**src/rtl/cpu_multicycle_if.sv**
```systemverilog
// Memory-side bus of cpu_multicycle: instruction fetch and data access channels,
// each a req/ack handshake so that wait-state memories can stretch the access.
interface cpu_multicycle_if #(
  parameter int DATA_W  = 16,
  parameter int IADDR_W = 10,
  parameter int DADDR_W = 8
);
  logic               imem_req;
  logic [IADDR_W-1:0] imem_addr;
  logic [15:0]        imem_rdata;
  logic               imem_ack;

  logic               dmem_req;
  logic               dmem_we;
  logic [DADDR_W-1:0] dmem_addr;
  logic [DATA_W-1:0]  dmem_wdata;
  logic [DATA_W-1:0]  dmem_rdata;
  logic               dmem_ack;

  modport master (
    output imem_req, imem_addr,
    input  imem_rdata, imem_ack,
    output dmem_req, dmem_we, dmem_addr, dmem_wdata,
    input  dmem_rdata, dmem_ack
  );

  modport slave (
    input  imem_req, imem_addr,
    output imem_rdata, imem_ack,
    input  dmem_req, dmem_we, dmem_addr, dmem_wdata,
    output dmem_rdata, dmem_ack
  );
endinterface

```
**src/rtl/cpu_multicycle.sv**
```systemverilog
// Multi-cycle core for the 16-bit instruction set: FETCH, DECODE, EXECUTE and an
// optional MEM step, with instruction and data memories behind req/ack handshakes.
module cpu_multicycle #(
  parameter int DATA_W  = 16,
  parameter int IADDR_W = 10,
  parameter int DADDR_W = 8
) (
  input  logic               clock,
  input  logic               reset,
  cpu_multicycle_if.master   mem,
  input  logic [2:0]         dbg_sel,
  output logic [DATA_W-1:0]  dbg_reg,
  output logic [15:0]        IR,
  output logic [IADDR_W-1:0] PC,
  output logic [3:0]         status,
  output logic               retire
);

  typedef enum logic [1:0] {FETCH, DECODE, EXECUTE, MEM} state_t;

  state_t            state;
  logic [DATA_W-1:0] rf [8];
  logic [DATA_W-1:0] a_reg;
  logic [DATA_W-1:0] b_reg;

  logic [2:0] da, aa, ba;
  logic [3:0] fs;
  logic       mb, md, rw, mw, pl, jb, bc;

  // JMP shares bit 13 with the load flag; masking it keeps jumps out of MEM.
  always_comb begin
    da = IR[8:6];
    aa = IR[5:3];
    ba = IR[2:0];
    mb = IR[15];
    pl = IR[15] & IR[14];
    jb = IR[13];
    bc = IR[9];
    mw = IR[14] & ~IR[15];
    rw = ~IR[14];
    md = IR[13] & ~IR[14];
    fs = {IR[12:10], IR[9] & ~pl};
  end

  logic [DATA_W-1:0] muxb;
  logic [DATA_W-1:0] y_op;
  logic [DATA_W:0]   sum;
  logic [DATA_W-1:0] f;
  logic              flag_v, flag_c, flag_n, flag_z;

  always_comb begin
    muxb = mb ? {{(DATA_W-3){1'b0}}, IR[2:0]} : b_reg;
    case (fs[2:1])
      2'b00:   y_op = '0;
      2'b01:   y_op = muxb;
      2'b10:   y_op = ~muxb;
      default: y_op = '1;
    endcase
    sum    = {1'b0, a_reg} + {1'b0, y_op} + {{DATA_W{1'b0}}, fs[0]};
    f      = sum[DATA_W-1:0];
    flag_c = 1'b0;
    flag_v = 1'b0;
    if (!fs[3]) begin
      flag_c = sum[DATA_W];
      flag_v = (a_reg[DATA_W-1] == y_op[DATA_W-1]) && (f[DATA_W-1] != a_reg[DATA_W-1]);
    end else begin
      case (fs[2:0])
        3'b000:  f = a_reg & muxb;
        3'b001:  f = a_reg | muxb;
        3'b010:  f = a_reg ^ muxb;
        3'b011:  f = ~a_reg;
        3'b100:  f = muxb;
        3'b101:  f = muxb >> 1;
        3'b110:  f = muxb << 1;
        default: f = '0;
      endcase
    end
    flag_n = f[DATA_W-1];
    flag_z = (f == '0);
  end

  logic [IADDR_W-1:0] pc_inc;
  logic [IADDR_W-1:0] ad_ext;
  logic [IADDR_W-1:0] pc_next;

  always_comb begin
    pc_inc = PC + 1'b1;
    ad_ext = {{(IADDR_W-6){IR[8]}}, IR[8:6], IR[2:0]};
    if (!pl)
      pc_next = pc_inc;
    else if (jb)
      pc_next = a_reg[IADDR_W-1:0];
    else if (bc ? flag_n : flag_z)
      pc_next = PC + ad_ext;
    else
      pc_next = pc_inc;
  end

  // A memory instruction completes on the cycle its data ack is sampled.
  always_comb begin
    retire = ((state == EXECUTE) && !(mw || md)) ||
             ((state == MEM) && mem.dmem_req && mem.dmem_ack);
  end

  assign dbg_reg       = rf[dbg_sel];
  assign mem.imem_addr = PC;

  always_ff @(posedge clock or negedge reset) begin
    if (!reset) begin
      state          <= FETCH;
      PC             <= '0;
      IR             <= '0;
      status         <= '0;
      a_reg          <= '0;
      b_reg          <= '0;
      mem.imem_req   <= 1'b0;
      mem.dmem_req   <= 1'b0;
      mem.dmem_we    <= 1'b0;
      mem.dmem_addr  <= '0;
      mem.dmem_wdata <= '0;
      for (int i = 0; i < 8; i++) rf[i] <= '0;
    end else begin
      case (state)
        FETCH: begin
          if (mem.imem_req && mem.imem_ack) begin
            IR           <= mem.imem_rdata;
            mem.imem_req <= 1'b0;
            state        <= DECODE;
          end else begin
            mem.imem_req <= 1'b1;
          end
        end
        DECODE: begin
          a_reg <= rf[aa];
          b_reg <= rf[ba];
          state <= EXECUTE;
        end
        EXECUTE: begin
          status <= {flag_v, flag_c, flag_n, flag_z};
          if (rw && !md) rf[da] <= f;
          if (mw || md) begin
            mem.dmem_req   <= 1'b1;
            mem.dmem_we    <= mw;
            mem.dmem_addr  <= a_reg[DADDR_W-1:0];
            mem.dmem_wdata <= muxb;
            state          <= MEM;
          end else begin
            PC           <= pc_next;
            mem.imem_req <= 1'b1;
            state        <= FETCH;
          end
        end
        MEM: begin
          if (mem.dmem_req && mem.dmem_ack) begin
            if (md && rw) rf[da] <= mem.dmem_rdata;
            PC           <= pc_inc;
            mem.dmem_req <= 1'b0;
            mem.dmem_we  <= 1'b0;
            mem.imem_req <= 1'b1;
            state        <= FETCH;
          end
        end
        default: state <= FETCH;
      endcase
    end
  end

endmodule

```
**src/flat_wrapper.sv**
```systemverilog
// flat-port wrapper written by rule: the top's interface ports become plain ports
module cpu_multicycle_flat 
#(
  parameter int DATA_W  = 16,
  parameter int IADDR_W = 10,
  parameter int DADDR_W = 8
)
  (clock, reset, dbg_sel, dbg_reg, IR, PC, status, retire, mem_imem_req, mem_imem_addr, mem_imem_rdata, mem_imem_ack, mem_dmem_req, mem_dmem_we, mem_dmem_addr, mem_dmem_wdata, mem_dmem_rdata, mem_dmem_ack);
  cpu_multicycle_if #(.DATA_W(DATA_W), .IADDR_W(IADDR_W), .DADDR_W(DADDR_W)) mem_i ();
  input  logic clock;
  input  logic reset;
  input  logic [2:0] dbg_sel;
  output logic [DATA_W-1:0] dbg_reg;
  output logic [15:0] IR;
  output logic [IADDR_W-1:0] PC;
  output logic [3:0] status;
  output logic retire;
  output wire logic [$bits(mem_i.imem_req)-1:0] mem_imem_req;
  output wire logic [$bits(mem_i.imem_addr)-1:0] mem_imem_addr;
  input wire logic [$bits(mem_i.imem_rdata)-1:0] mem_imem_rdata;
  input wire logic [$bits(mem_i.imem_ack)-1:0] mem_imem_ack;
  output wire logic [$bits(mem_i.dmem_req)-1:0] mem_dmem_req;
  output wire logic [$bits(mem_i.dmem_we)-1:0] mem_dmem_we;
  output wire logic [$bits(mem_i.dmem_addr)-1:0] mem_dmem_addr;
  output wire logic [$bits(mem_i.dmem_wdata)-1:0] mem_dmem_wdata;
  input wire logic [$bits(mem_i.dmem_rdata)-1:0] mem_dmem_rdata;
  input wire logic [$bits(mem_i.dmem_ack)-1:0] mem_dmem_ack;
  assign mem_imem_req = mem_i.imem_req;
  assign mem_imem_addr = mem_i.imem_addr;
  assign mem_i.imem_rdata = mem_imem_rdata;
  assign mem_i.imem_ack = mem_imem_ack;
  assign mem_dmem_req = mem_i.dmem_req;
  assign mem_dmem_we = mem_i.dmem_we;
  assign mem_dmem_addr = mem_i.dmem_addr;
  assign mem_dmem_wdata = mem_i.dmem_wdata;
  assign mem_i.dmem_rdata = mem_dmem_rdata;
  assign mem_i.dmem_ack = mem_dmem_ack;
  cpu_multicycle #(.DATA_W(DATA_W), .IADDR_W(IADDR_W), .DADDR_W(DADDR_W)) u_core (.clock(clock), .reset(reset), .mem(mem_i), .dbg_sel(dbg_sel), .dbg_reg(dbg_reg), .IR(IR), .PC(PC), .status(status), .retire(retire));
endmodule
```
**config.mk**
```make
export PLATFORM = sky130hd
export DESIGN_NAME = cpu_multicycle_flat
export DESIGN_NICKNAME = d
export VERILOG_FILES = /design/src/rtl/cpu_multicycle_if.sv /design/src/rtl/cpu_multicycle.sv /design/src/flat_wrapper.sv
export SDC_FILE = /design/constraint.sdc
export NUM_CORES = 1
export LEC_CHECK = 0
export CAP_MARGIN = 5
export CORE_ASPECT_RATIO = 0.6
export CORE_MARGIN = 10
export CORE_UTILIZATION = 45
export DETAILED_ROUTE_END_ITERATION = 8
export DONT_BUFFER_PORTS = 1
export HOLD_SLACK_MARGIN = 0.15
export SYNTH_ARGS = -nofsm -noshare
export SYNTH_HDL_FRONTEND = slang
export SYNTH_SLANG_ARGS = --single-unit
```
**constraint.sdc**
```tcl
create_clock -name clock -period 4.3 [get_ports clock]
set_clock_uncertainty 0.05 [all_clocks]
set_input_delay 0.43 -clock clock [delete_from_list [all_inputs] [get_ports clock]]
set_output_delay 0.43 -clock clock [all_outputs]
set_load 0.02 [all_outputs]
```
# After elaboration in Yosys (flattened, before gate mapping)
# Index checks and enable logic that the tools add are counted.
dict set report classes {
  addsub 4
  magnitude_cmp 5
  n_eq_ne 19
  n_mux 43
  bitwise 16
  n_reduce_logical 26
}
# operator count
set op_table {}
lappend op_table {{$mux 128} 3}
lappend op_table {{$bwmux 128} 2}
lappend op_table {{$pmux 128 s2} 1}
lappend op_table {{$bmux 16 s3} 3}
lappend op_table {{$mux 16} 9}
lappend op_table {{$pmux 16 s7} 1}
lappend op_table {{$mux 10} 5}
lappend op_table {{$demux 16 s3} 1}
lappend op_table {{$pmux 16 s3} 1}
lappend op_table {{$not 16->16} 2}
lappend op_table {{$pmux 10 s2} 1}
lappend op_table {{$add 16x16->17} 1}
lappend op_table {{$add 17x1->17} 1}
lappend op_table {{$and 16x16->16} 1}
lappend op_table {{$ge 4x4->1 const B} 4}
lappend op_table {{$logic_not 16->1} 1}
lappend op_table {{$not 3->4} 4}
lappend op_table {{$or 16x16->16} 1}
lappend op_table {{$xor 16x16->16} 1}
lappend op_table {{$add 10x1->10 const B} 1}
lappend op_table {{$add 10x10->10} 1}
lappend op_table {{$ne 2x2->1 const B} 5}
lappend op_table {{$eq 3x3->1 const B} 3}
lappend op_table {{$logic_and 1x1->1} 9}
lappend op_table {{other kinds (24)} 51}
dict set report word_totals {
  register_bits 219
  inputBits 39
  output_inout_bits 84
  word_cells 132
}

# Longest topological paths before layout
dict set report logic_depth {
  depth_word 13
  ltp_mapped 18
  ltp_nobuf 14
}

# Worst setup path before layout
# No wires, ideal clock.
dict set report synth_path {
  kind {register to register}
  start {register u_core.IR[15]}
  end {register u_core.PC[4]}
  setup_time_ps 104
  arrival_time_ps 4400
  required_ps 4146
  setup_slack_ps -255
  path_stages_with_launch 16
  path_buffers 2
  synth_period_minus_slack_ps 4555
  cell_sequence {dfrtp_1 buf_2 buf_2 mux2i_1 o21ai_0 fa_1 fa_1 a21o_1 a221oi_1 xor2_1 o32ai_1 or3_1 nor4_1 and4_1 a21oi_2 o311ai_1}
}
dict set report synth_between {
  elab_chain_len 13
  word_cells_on_any_way 32
  cone_classes {add/sub (2); eq/ne (7); mux (10); bitwise (9); reduce/logical (4)}
}
# element line
set synth_rtl {}
lappend synth_rtl {{start: declaration} cpu_multicycle.sv:13} ;# output logic [15:0] IR,
lappend synth_rtl {{start signal: assignment} cpu_multicycle.sv:126} ;# IR <= mem.imem_rdata;
lappend synth_rtl {{$mux 16 or $and 1x1->1 (tied branches)} {cpu_multicycle.sv:52, cpu_multicycle.sv:36}}
lappend synth_rtl {{$not 16->16 or $not 1->1 (tied branches)} {cpu_multicycle.sv:56, cpu_multicycle.sv:42}}
lappend synth_rtl {{$pmux 16 s3 or $and 1x1->1 (tied branches)} {cpu_multicycle.sv:53, cpu_multicycle.sv:42}}
lappend synth_rtl {{$add 16x16->17, or another cell as far along} cpu_multicycle.sv:59} ;# sum = {1'b0, a_reg} + {1'b0, y_op} + {{DATA_W{1'b0}}, fs[0]};
lappend synth_rtl {{$add 17x1->17 or $pmux 16 s7 (tied branches)} {cpu_multicycle.sv:59, cpu_multicycle.sv:67}}
lappend synth_rtl {{$mux 16} cpu_multicycle.sv:63} ;# if (!fs[3]) begin
lappend synth_rtl {{$logic_not 16->1} cpu_multicycle.sv:79} ;# flag_z = (f == '0);
lappend synth_rtl {{$mux 1} cpu_multicycle.sv:93} ;# else if (bc ? flag_n : flag_z)
lappend synth_rtl {{$mux 10} cpu_multicycle.sv:93}
lappend synth_rtl {{$mux 10} cpu_multicycle.sv:91} ;# else if (jb)
lappend synth_rtl {{$mux 10} cpu_multicycle.sv:89} ;# if (!pl)
lappend synth_rtl {{$mux 10} cpu_multicycle.sv:141} ;# if (mw || md) begin
lappend synth_rtl {{$pmux 10 s2} cpu_multicycle.sv:123} ;# case (state)
lappend synth_rtl {{end signal: assignment} cpu_multicycle.sv:148} ;# PC <= pc_next;
lappend synth_rtl {{end signal: assignment} cpu_multicycle.sv:156} ;# PC <= pc_inc;
lappend synth_rtl {{end: declaration} cpu_multicycle.sv:14} ;# output logic [IADDR_W-1:0] PC,
# Several ways; a longest one is shown, not always the timed one. The select of a mux whose other input is x is not followed.
# A chain may end at the register's enable or synchronous reset.

# Final worst setup path
dict set report layout_path {
  start {register u_core.IR[15]}
  end {register u_core.PC[2]}
}
# The elaborated chain is that of the path after synthesis.

==> reports/summary.txt <==
POWER AND IR DROP
-------------------------------------------------------------------------------------------------
Areal power density over the cells ................................................. 908.6 mW/mm^2
Pwr Total ..........................................................................     15.28 mW
Peak supply drop ...................................................................    0.4163 mV
Leakage ............................................................................     7.359 nW

SETUP PATH
-------------------------------------------------------------------------------------------------
Data arrival, critical path ........................................................      4.55 ns
Worst endpoint required time .......................................................      4.68 ns
Max FO, Critical Path ..............................................................           17
Worst flop-to-flop path endpoint ................................................... u_core.PC[2]
Launching element type of the critical path ........................................     register
FF-to-FF setup slack ...............................................................      0.13 ns
Nature of the critical path endpoint ...............................................     register
Logic depth of the worst register-to-register path .................................           17
Category of the most critical setup path ...........................................   reg -> reg
Beginning of the worst register-to-register path ................................... u_core.IR[15]

CTS
-------------------------------------------------------------------------------------------------
Latest clock arrival within the worst-skew pair ....................................      0.54 ns
Number of clock buffers inserted by TritonCTS ......................................           24
TritonCTS clock tree ...............................................................        built
Clock Tree Root .................................................................... sky130_fd_sc_hd__clkbuf_16
Clk buf depth ......................................................................            3
H-tree levels ......................................................................            1
Clk pin slew, worst setup/hold paths ...............................................      0.06 ns
Post-CTS Hold Buffers ..............................................................           17
Clock sink total ...................................................................          219

FLOORPLAN
-------------------------------------------------------------------------------------------------
Starting utilization of the core area ..............................................       45.78%
Core area .......................................................................... 0.03248 mm^2
Horiz. Die Dim .....................................................................     254.7 um
Die height .........................................................................     160.8 um
IO Count ...........................................................................          123
Total die area ..................................................................... 0.04095 mm^2
Std-Cell Rows ......................................................................           51

ROUTING
-------------------------------------------------------------------------------------------------
Aggregate routed wire length .......................................................     47450 um
Met2 wire length ...................................................................     20480 um
Router iterations before antenna repair ............................................            6
DRC marker count from the first detailed-route iteration ...........................         1126
Wire length per cell ...............................................................     25.94 um
Via density ........................................................................        6.361
Total via count in the routed design ...............................................        11634
Routed metal-1 wirelength ..........................................................     21670 um
Top metal layer carrying routed signals ............................................         met4
Detailed-routed wire length on met3 ................................................      4346 um
DRC ................................................................................            0
Remaining antenna violation count after routing ....................................            0

GLOBAL ROUTE
-------------------------------------------------------------------------------------------------
Antenna violations before repair ...................................................            1
Remaining global-route overflow ....................................................            0
Largest net degree at the start of global routing ..................................          220
Global-route wire length before repair .............................................     71300 um
Tot GR Track Use ...................................................................       22.53%
Via count of the first global-routing pass .........................................        11216

SYNTHESIS
-------------------------------------------------------------------------------------------------
Net count after synthesis ..........................................................         1477
Number of warnings reported in the yosys synthesis log .............................            0
Post-synth EDFFs ...................................................................            0
Syn_area_per_cell ..................................................................   10.79 um^2
Mapped cell area ................................................................... 0.01487 mm^2
Number of cells produced by synthesis ..............................................         1378
Fraction of registers with async set/reset .........................................       100.0%
Post-synth top flop ................................................................ sky130_fd_sc_hd__dfrtp_1
Number of distinct library cell variants in the gate-level netlist after synthesis .           78
Number of storage elements in the synthesis netlist ................................          219
Share of the yosys chip area belonging to registers ................................       36.86%

TIMING
-------------------------------------------------------------------------------------------------
FMAX ...............................................................................    239.7 MHz
Final critical delay including setup and external delays ...........................     4.172 ns
Post-route clock period utilization ................................................       97.03%
Slew Limit Headroom ................................................................       29.91%
Final slew viol count ..............................................................            0
Hold Violations, Final .............................................................          219
Final setup violating endpoints ....................................................            0
Setup repair after global routing missed its margin ................................          yes
Tightest Pin Transition ............................................................     1.051 ns
Final worst slack ..................................................................    0.1276 ns
Post-Route Hold Slack ..............................................................   -0.4637 ns

PLACE
-------------------------------------------------------------------------------------------------
Cell total after placement .........................................................         1759
Number of buffers added on ports ...................................................            0
Placed wire-length estimate after detailed placement ...............................     32230 um
Cell area after placement .......................................................... 0.01550 mm^2
Gpl congestion .....................................................................       0.9586
Pre-CTS setup slack ................................................................   -0.1414 ns

FINAL LAYOUT
-------------------------------------------------------------------------------------------------
Area growth from synthesis to final layout .........................................       13.08%
Final std cell area, no fill ....................................................... 0.01681 mm^2
Final instance count without filler cells ..........................................         1829
Commonest cells after routing, fill and taps aside ................................. sky130_fd_sc_hd__dfrtp_1, sky130_fd_sc_hd__mux2_2, sky130_fd_sc_hd__nand2_1
Max FFs per register ...............................................................          128
Register with the most flip-flops ..................................................    u_core.rf
Share of cells above drive strength 1 ..............................................       28.56%
Commonest non-fill, non-tap cell in the layout ..................................... sky130_fd_sc_hd__dfrtp_1
# nets final .......................................................................         1486

HOLD PATH
-------------------------------------------------------------------------------------------------
Classification of the worst-slack hold path ........................................  in -> async

OUTCOME
-------------------------------------------------------------------------------------------------
Violations in the final reports ....................................................  hold timing
Status ............................................................................. complete, but fails checks

JOB
-------------------------------------------------------------------------------------------------
Count of max-cap constraint violations .............................................            0

[critical path, stage by stage, from the launching register on]
cell                        delay, ns
sky130_fd_sc_hd__dfrtp_2         0.45
sky130_fd_sc_hd__buf_12          0.18
sky130_fd_sc_hd__inv_1           0.20
sky130_fd_sc_hd__nand2_1         0.20
sky130_fd_sc_hd__nand2_1         0.11
sky130_fd_sc_hd__o21ai_0         0.09
sky130_fd_sc_hd__ha_1            0.34
sky130_fd_sc_hd__a21oi_1         0.16
sky130_fd_sc_hd__o21ai_0         0.11
sky130_fd_sc_hd__buf_4           0.17
sky130_fd_sc_hd__a2111oi_1       0.42
sky130_fd_sc_hd__a21oi_1         0.22
sky130_fd_sc_hd__xor2_2          0.23
sky130_fd_sc_hd__a21oi_1         0.22
sky130_fd_sc_hd__buf_4           0.20
sky130_fd_sc_hd__nand2b_2        0.27
sky130_fd_sc_hd__o21ai_2         0.11
sky130_fd_sc_hd__a311oi_1        0.32
[cell type report]
cell class | instances | area (um^2)
Antenna cell | 1 | 2.502
Clock buffer | 36 | 726.9
Clock inverter | 7 | 185.2
Fill cell | 2778 | 15670
Inverter | 53 | 198.9
Multi-Input combinational cell | 997 | 8887
Sequential cell | 219 | 5489
Tap cell | 424 | 530.5
Timing Repair Buffer | 92 | 792.0
[worst max-delay path by stage]
stage	from	endpoint	slack, ns	cells after the start
after floorplan	u_core.IR[9]	u_core.PC[4]	0.03	16
after global placement	u_core.IR[15]	u_core.PC[2]	-0.02	15
after detailed placement	u_core.IR[15]	u_core.PC[2]	-0.14	15
after CTS	u_core.IR[15]	u_core.PC[5]	0.0006	15
after global routing	u_core.IR[15]	u_core.PC[6]	-0.04	16
final	u_core.IR[15]	u_core.PC[2]	0.13	17
[through the flow]
step | setup TNS (ns) | utilization (%) | hold slack, ns
2_1_floorplan | 0 | - | 0.08441
3_3_place_gp | -0.02467 | 47.73 | 0.09428
3_5_place_dp | -1.018 | 47.73 | 0.09409
4_1_cts | 0 | 51.23 | -0.4801
5_1_grt | -0.1159 | 51.76 | -0.4847
6_report | 0 | 51.76 | -0.4637
[synthesized netlist by cell type (8+ instances only)]
cell                         n  share of area, %
sky130_fd_sc_hd__ha_1       57               4.8
sky130_fd_sc_hd__buf_2       9              0.30
sky130_fd_sc_hd__xor2_1     11              0.65
sky130_fd_sc_hd__nand3_1    18              0.61
sky130_fd_sc_hd__nand2b_1   18              0.76
sky130_fd_sc_hd__mux2_2    143                11
sky130_fd_sc_hd__buf_1      20              0.50
sky130_fd_sc_hd__buf_4      11              0.56
sky130_fd_sc_hd__xnor2_1    12              0.71
sky130_fd_sc_hd__o21ai_0   118               4.0
sky130_fd_sc_hd__and3_1      9              0.38
sky130_fd_sc_hd__mux4_2     98                15
sky130_fd_sc_hd__a211oi_1   14              0.71
sky130_fd_sc_hd__o211ai_1   20               1.0
sky130_fd_sc_hd__a31oi_1     8              0.34
sky130_fd_sc_hd__o32ai_1     8              0.47
sky130_fd_sc_hd__a21o_1     11              0.56
sky130_fd_sc_hd__dfrtp_1   219                37
sky130_fd_sc_hd__inv_1      51               1.3
sky130_fd_sc_hd__mux2i_1    49               3.3
sky130_fd_sc_hd__nor2_1     61               1.5
sky130_fd_sc_hd__nand2_1   139               3.5
sky130_fd_sc_hd__nor2b_1     9              0.38
sky130_fd_sc_hd__a21oi_1    53               1.8
sky130_fd_sc_hd__nor3_1     23              0.77
sky130_fd_sc_hd__clkbuf_1   69               1.7
[per-layer routing]
layer,vias up,GRT usage (%)
met2,471,33.34
met4,0,4.985
li1,5157,-
met5,-,0
met3,60,6.335
met1,5946,32.10
[where the power goes]
part | switching (mW) | internal (mW) | leakage (nW) | total (mW)
Clock | 0.902 | 1.52 | 0.446 | 2.42
Combinational | 4.77 | 3.76 | 4.06 | 8.54
Sequential | 1.40 | 2.91 | 2.85 | 4.31
[cell families (layout without fill, tap and decap cells)]
logic type | after synthesis | count (layout) | share of synthesized area (%)
other | 0 | 1 | 0
and+or+nand+nor | 320 | 321 | 10.22
muxes | 293 | 293 | 29.23
DFF | 219 | 219 | 36.86
xor gates and xnor gates | 23 | 23 | 1.355
adders and majority gates | 60 | 60 | 5.201
AOI/OAI and AO/OA | 300 | 300 | 12.61
buffers and inverters | 163 | 188 | 4.519
[repair_timing]
item                       in CTS  in global routing
gates cloned                    0                  2
setup endpoints to repair      11                 27
buffers inserted                2                  5
gates resized for setup         7                 18
pin swaps                       1                 12
hold endpoints to repair      238                219
(Power assumes the default switching activity.)
